## src/rtl/voxel_stream_unpacker.sv

```systemverilog
// Expands a packed voxel byte stream (8 voxels per byte) into one voxel-bit load request
// per cycle with auto-incrementing addresses, sequencing a whole scene load start to done.
module voxel_stream_unpacker #(
    parameter int unsigned ADDR_BITS = 15,
    parameter bit          LSB_FIRST = 1'b1
) (
    input  logic                 clk,
    input  logic                 rst,
    input  logic                 start,
    input  logic                 abort,
    input  logic                 in_valid,
    output logic                 in_ready,
    input  logic [7:0]           in_data,
    output logic                 load_mode,
    output logic                 load_valid,
    input  logic                 load_ready,
    output logic [ADDR_BITS-1:0] load_addr,
    output logic                 load_data,
    output logic                 busy,
    output logic                 done
);

    localparam logic [ADDR_BITS-1:0] LastAddr = {ADDR_BITS{1'b1}};
    localparam logic [ADDR_BITS-2:0] NumBytes = (ADDR_BITS - 1)'(2 ** (ADDR_BITS - 3));

    typedef enum logic [1:0] {StIdle, StLoad, StDone} state_e;

    state_e               state;
    logic [ADDR_BITS-1:0] addr;
    logic [ADDR_BITS-2:0] byte_cnt;
    logic [2:0]           bit_idx;
    logic                 full;
    logic [7:0]           byte_buf;
    logic                 xfer;
    logic                 last_bit;
    logic                 accept;
    logic [2:0]           sel;

    assign xfer     = full & load_ready;
    assign last_bit = (bit_idx == 3'd7);
    // A new byte may land in the same cycle the last bit of the current one drains.
    assign in_ready = (state == StLoad) && (!full || (xfer && last_bit)) &&
                      (byte_cnt < NumBytes);
    assign accept   = in_valid & in_ready;

    assign sel        = LSB_FIRST ? bit_idx : ~bit_idx;
    assign load_valid = full;
    assign load_addr  = addr;
    assign load_data  = full & byte_buf[sel];

    always_ff @(posedge clk or posedge rst) begin
        if (rst) begin
            state     <= StIdle;
            addr      <= '0;
            byte_cnt  <= '0;
            bit_idx   <= '0;
            full      <= 1'b0;
            byte_buf  <= '0;
            load_mode <= 1'b0;
            busy      <= 1'b0;
            done      <= 1'b0;
        end else begin
            unique case (state)
                StIdle: begin
                    if (start && !abort) begin
                        state     <= StLoad;
                        addr      <= '0;
                        byte_cnt  <= '0;
                        bit_idx   <= '0;
                        full      <= 1'b0;
                        load_mode <= 1'b1;
                        busy      <= 1'b1;
                    end
                end
                StLoad: begin
                    if (abort) begin
                        state     <= StIdle;
                        addr      <= '0;
                        full      <= 1'b0;
                        load_mode <= 1'b0;
                        busy      <= 1'b0;
                    end else begin
                        if (xfer) begin
                            bit_idx <= bit_idx + 3'd1;
                            if (last_bit) full <= 1'b0;
                            // Last voxel: hold the counter rather than wrap.
                            if (addr == LastAddr) begin
                                state     <= StDone;
                                load_mode <= 1'b0;
                                busy      <= 1'b0;
                                done      <= 1'b1;
                            end else begin
                                addr <= addr + 1'b1;
                            end
                        end
                        if (accept) begin
                            byte_buf <= in_data;
                            bit_idx  <= '0;
                            full     <= 1'b1;
                            byte_cnt <= byte_cnt + 1'b1;
                        end
                    end
                end
                StDone: begin
                    if (abort) begin
                        state <= StIdle;
                        done  <= 1'b0;
                    end else if (start) begin
                        state     <= StLoad;
                        done      <= 1'b0;
                        addr      <= '0;
                        byte_cnt  <= '0;
                        bit_idx   <= '0;
                        full      <= 1'b0;
                        load_mode <= 1'b1;
                        busy      <= 1'b1;
                    end
                end
                default: state <= StIdle;
            endcase
        end
    end

endmodule

```

## config.mk

```make
export PLATFORM = sky130hd
export DESIGN_NAME = voxel_stream_unpacker
export DESIGN_NICKNAME = d
export VERILOG_FILES = /design/src/rtl/voxel_stream_unpacker.sv
export SDC_FILE = /design/constraint.sdc
export NUM_CORES = 1
export LEC_CHECK = 0
export CAP_MARGIN = 25
export CORE_UTILIZATION = 30
export CTS_CLUSTER_SIZE = 40
export DETAILED_ROUTE_END_ITERATION = 10
export PLACE_DENSITY = 0.61
export SYNTH_ARGS = -nofsm -noshare
export SYNTH_HDL_FRONTEND = slang
export SYNTH_SLANG_ARGS = --single-unit
```

## constraint.sdc

```tcl
create_clock -name clk -period 2.05 [get_ports clk]
set_clock_uncertainty 0.15 [all_clocks]
set_input_delay 0.41 -clock clk [delete_from_list [all_inputs] [get_ports clk]]
set_output_delay 0.41 -clock clk [all_outputs]
set_load 0.01 [all_outputs]
```

# Word level (Yosys, flattened, before mapping)
# Cells that the tools add are included.
[classes]
addsub = 3
n_reduce_logical = 18
muxes = 49
magnitude_cmp = 2
eq_ne = 18
bitwise = 4
[ops]
columns = ["operator", "n"]
rows = [
  ["15-bit 2-to-1 mux", 6],
  ["14-bit 2-to-1 mux", 5],
  ["15-bit one-hot mux with 3 select lines", 1],
  ["14-bit one-hot mux with 3 select lines", 1],
  ["6-bit AND reduction", 5],
  ["1-bit 2-to-1 mux", 18],
  ["3-bit 2-to-1 mux", 6],
  ["15-bit by 1-bit adder with 15-bit output, second input constant", 1],
  ["15-bit equality test, second input constant", 1],
  ["14-bit by 1-bit adder with 14-bit output, second input constant", 1],
  ["14-bit by 13-bit less-than comparator with 1-bit output, second input constant", 1],
  ["2-bit 2-to-1 mux", 6],
  ["2-bit inequality test, second input constant", 6],
  ["3-bit inequality test, second input constant", 4],
  ["3-bit one-hot mux with 3 select lines", 1],
  ["4-bit inequality test, second input constant", 2],
  ["1-bit one-hot mux with 3 select lines", 2],
  ["2-bit one-hot mux with 3 select lines", 1],
  ["5-bit AND reduction", 1],
  ["1-bit logical AND", 4],
  ["3-bit by 4-bit less-than comparator with 1-bit output, second input constant", 1],
  ["4-bit AND reduction", 1],
  ["3-bit by 1-bit adder with 3-bit output, second input constant", 1],
  ["1-bit AND", 3],
  ["other kinds (14)", 15],
]
[totals]
in_bits = 14
word_cells = 102
output_inout_bits = 21
ff_bits = 45

# Logic depth before layout (Yosys ltp)
[depth]
depth_word = 9
mapped_depth = 8

# Least setup slack after synthesis
# Ideal clock, no wire load.
[synth_timing]
path_kind = "in2reg"
start = "input port abort"
end = "register addr[4] (netlist: load_addr[4])"
required_time_ns = 1.775
cell_stages = 6
setup_slack_ns = -0.178
t_arrival_ns = 1.953
cell_sequence = "or3b_1 > buf_2 > or4_4 > o211ai_2 > nor2_1 > mux2_4"
[synth_between]
elab_chain_len = 4
elab_cells_between_ends = 9
classes_between = "eq/ne: 4; mux: 2; reduce/logical: 3"
[synth_rtl]
columns = ["element", "line", "rtl"]
rows = [
  ["start: declaration", "10", "input logic abort,"],
  ["1-bit zero test", "65", "if (start && !abort) begin"],
  ["1-bit logical AND", "65", ""],
  ["2-bit inequality test (no source line)", "-", ""],
  ["6-bit AND reduction (no source line)", "-", ""],
  ["end signal: assignment", "93", "addr <= addr + 1'b1;"],
  ["end: declaration", "29", "logic [ADDR_BITS-1:0] addr;"],
]
# Several ways; a longest one is shown, not always the timed one.
# A chain may end at the register's enable or synchronous reset.

# Worst setup path in the final report
[layout_timing]
start = "register state[1]"
end = "register addr[4] (netlist: load_addr[4])"
[layout_between]
elab_chain_len = 3
elab_cells_between_ends = 11
classes_between = "eq/ne: 7; mux: 1; reduce/logical: 3"
[layout_rtl]
columns = ["element", "line", "rtl"]
rows = [
  ["start: declaration", "28", "state_e state;"],
  ["start signal: assignment", "53", "state <= StIdle;"],
  ["start signal: assignment", "66", "state <= StLoad;"],
  ["start signal: assignment", "77", "state <= StIdle;"],
  ["2-bit by 1-bit equality test with 1-bit output, or another cell as far along", "63", "unique case (state)"],
  ["3-bit inequality test (no source line), or another cell as far along", "-", ""],
  ["6-bit AND reduction (no source line)", "-", ""],
]
# Several ways; a longest one is shown, not always the timed one.

==> summary.txt <==
Layout
  • Area growth, synth to finish: 45.6%
  • Most common cell after layout, fill and taps aside: buf_4
  • Multi-input combinational cell area: 1320 sq um
  • Antenna cells: 0
  • Sequential cell area: 1130 sq um
  • Fill cell count: 771
  • Layout cell share with drive strength beyond 1: 0.312
  • Commonest non-fill, non-tap cells in the layout: buf_4, dfrtp_1, clkdlybuf4s50_1
  • # nets final: 350
  • Final Instance Area: 3460 sq um

Worst setup path
  • CP startpoint kind: flop
  • Critical path type: flop to flop
  • R2R Setup Slk: -80 ps
  • Critical-path cell list: or3b_4, or4_4, o211ai_2, nor2_1, mux2_4
  • Endpoint class of the critical path: flop
  • Crit. Startpoint: state[1]$_DFFE_PP0P_
  • Critical Path RT: 2090 ps
  • Worst r2r src: state[1]$_DFFE_PP0P_
  • Crit path max fanout: 4
  • Reg-to-Reg End: load_addr[4]$_DFFE_PP0P_
  • CP max stage cell: or4_4
  • Worst r2r path cells: 5
  • Worst Path Arrival: 2170 ps
  • Worst path max stage delay: 560 ps

Global route
  • GR Overflow Total: 0
  • Global-route wire length before repair: 9.94 mm
  • Initial antenna violation count: 0
  • Vias in the first global route: 2209
  • GRT Overall Usage: 0.151
  • Largest net degree at the start of global routing: 46

Pwr
  • Leakage power: 1.52 nW
  • P per Cell Area: 621 nW/um^2
  • Max VDD drop: 0.288 mV

Clock tree
  • CTS max path bufs: 2
  • CTS Hold Buffers Added: 0
  • Clock transition at the registers of the reported paths: 80 ps
  • Root Driver: clkbuf_8
  • Worst-Skew Late Latency: 310 ps
  • H-tree depth: 2
  • # clock sinks: 45
  • Cts bufs inserted: 5
  • TritonCTS clock tree: built

Routing
  • Vias: 2162
  • Drt total wl: 5.80 mm
  • Final routed DRC violation total: 0
  • Pre-Repair DR Iteration Count: 5
  • DR vias/cell: 4.97
  • Routed WL per cell: 13.3 um
  • Initial DRC Count: 72
  • Final ANT Viol Nets: 0

Logic synthesis
  • Post-Syn Area: 2380 sq um
  • Synth top area share: 0.474
  • Syn. warnings: 0
  • Post-Syn Instances: 244
  • Post-synthesis sequential area ratio: 0.474
  • Main synth FF type: dfrtp_1
  • Post-synth EDFFs: 0
  • Mean Syn Cell Area: 9.74 sq um
  • Largest cells by area after synthesis: dfrtp_1, mux2_2, nand2_1
  • Biggest area consumer among synthesized cells: dfrtp_1
  • Synth Register Bits: 45
  • Synth cell types: 49
  • FFs w/ async S/R, synth: 1.00
  • Syn nets: 262

STA
  • Max_slew headroom: 0.701
  • F_max: 468 MHz
  • Minimum clock period: 2130 ps
  • Crit path setup slack, layout: -84.9 ps
  • Final worst path period share: 1.04
  • RSZ-0062 raised after global routing: yes
  • Setup TNS: -198 ps
  • Final hold violations: 0
  • Worst hold slack: 291 ps
  • Final setup fails: 4
  • Slew Viols, Final: 0
  • Worst-Margin Slew: 445 ps

Placed design
  • Number of port buffers: 34
  • Placer Congestion: 0.805
  • Setup slack at placement: -648 ps
  • Detail Placement HPWL: 4.20 mm
  • Placed inst area: 3190 sq um

Hold path
  • Hold WC Path Type: input pin to async pin

Run status
  • Outcome: complete, but fails checks
  • Failing checks: negative setup slack

Floorplan
  • Core box area: 7690 sq um
  • Initial core utilization: 0.309
  • Chip Height: 91.0 um
  • Die area: 8280 sq um
  • IO Pins: 35
  • Die X: 91.0 um
  • # rows: 32

Run
  • Max_cap viols: 0
routing by layer:
layer  vias to the layer above  GRT usage  wire length, um
li1                       1061          -                -
met1                      1063      0.182             2600
met2                        31      0.267             2930
met3                         7     0.0302              195
met4                         0     0.0556               75
met5                         -          0                0
worst max-delay path by stage:
stage	cells past startpoint	to
after floorplan	6	load_addr[4]$_DFFE_PP0P_
after global placement	6	load_addr[4]$_DFFE_PP0P_
after detailed placement	7	load_addr[7]$_DFFE_PP0P_
after CTS	5	load_addr[4]$_DFFE_PP0P_
after global routing	5	load_addr[4]$_DFFE_PP0P_
final	5	load_addr[4]$_DFFE_PP0P_
stage by stage:
step	power, mW	util	instances
global placement	1.53	0.415	421
floorplan	1.31	-	244
CTS	2.17	0.441	434
finish	2.15	0.450	435
global route	2.27	0.450	435
detailed placement	1.54	0.415	421
synth_stat cells (2+ instances only):
cell type,n
xor2_1,8
a22o_1,2
a21boi_0,2
dfrtp_1,45
xnor2_1,3
mux4_2,2
inv_1,6
clkbuf_1,5
mux2i_1,4
nand2b_1,4
or3_1,4
a31oi_1,4
and2_1,2
o2111ai_1,2
nor2_1,26
nor3_1,6
mux2_2,10
and4_1,3
buf_2,2
and3_1,3
ha_1,4
a21o_1,2
o21ai_0,18
nand4_1,7
a21oi_1,6
nand3_1,13
nor4_1,2
nand2_1,28
cells by family after synthesis:
logic type	synth area share
muxes	0.0895
and+or+nand+nor	0.219
DFF	0.474
xor gates and xnor gates	0.0406
adders and majority gates	0.0211
AOI/OAI and AO/OA	0.132
buffers and inverters	0.0248
power breakdown:
part	leakage (nW)	switching [mW]	internal, mW
sequential	0.607	0.0534	0.981
combinational	0.857	0.224	0.297
clock	0.0512	0.319	0.274
critical path: cells and delay by family, from the launching register on:
kind | cells | cell delay (ps)
mux | 1 | 290
flops | 1 | 380
compound gates | 1 | 170
simple gates | 3 | 1030
what timing repair did:
item | in CTS | in global routing
endpoints found under the setup margin | 38 | 28
cloned | 1 | 0
pin swaps | 12 | 10
buffers inserted | 5 | 1
resized for setup | 30 | 16
flip-flops by register name (all words and copies together), names as in the netlist:
register and flops:
bit_idx 3, busy 1, byte_buf 8, byte_cnt 14, done 1, load_addr 15
load_valid 1, state 2
layout make-up:
cell class                 count  area share
clock buffer                   6      0.0239
clock inverter                 2     0.00398
inverter                       6     0.00651
multi-input combinational    185       0.381
sequential                    45       0.326
tap                          102      0.0369
timing repair buffer          89       0.222
Power figures use the tool's default switching activity.
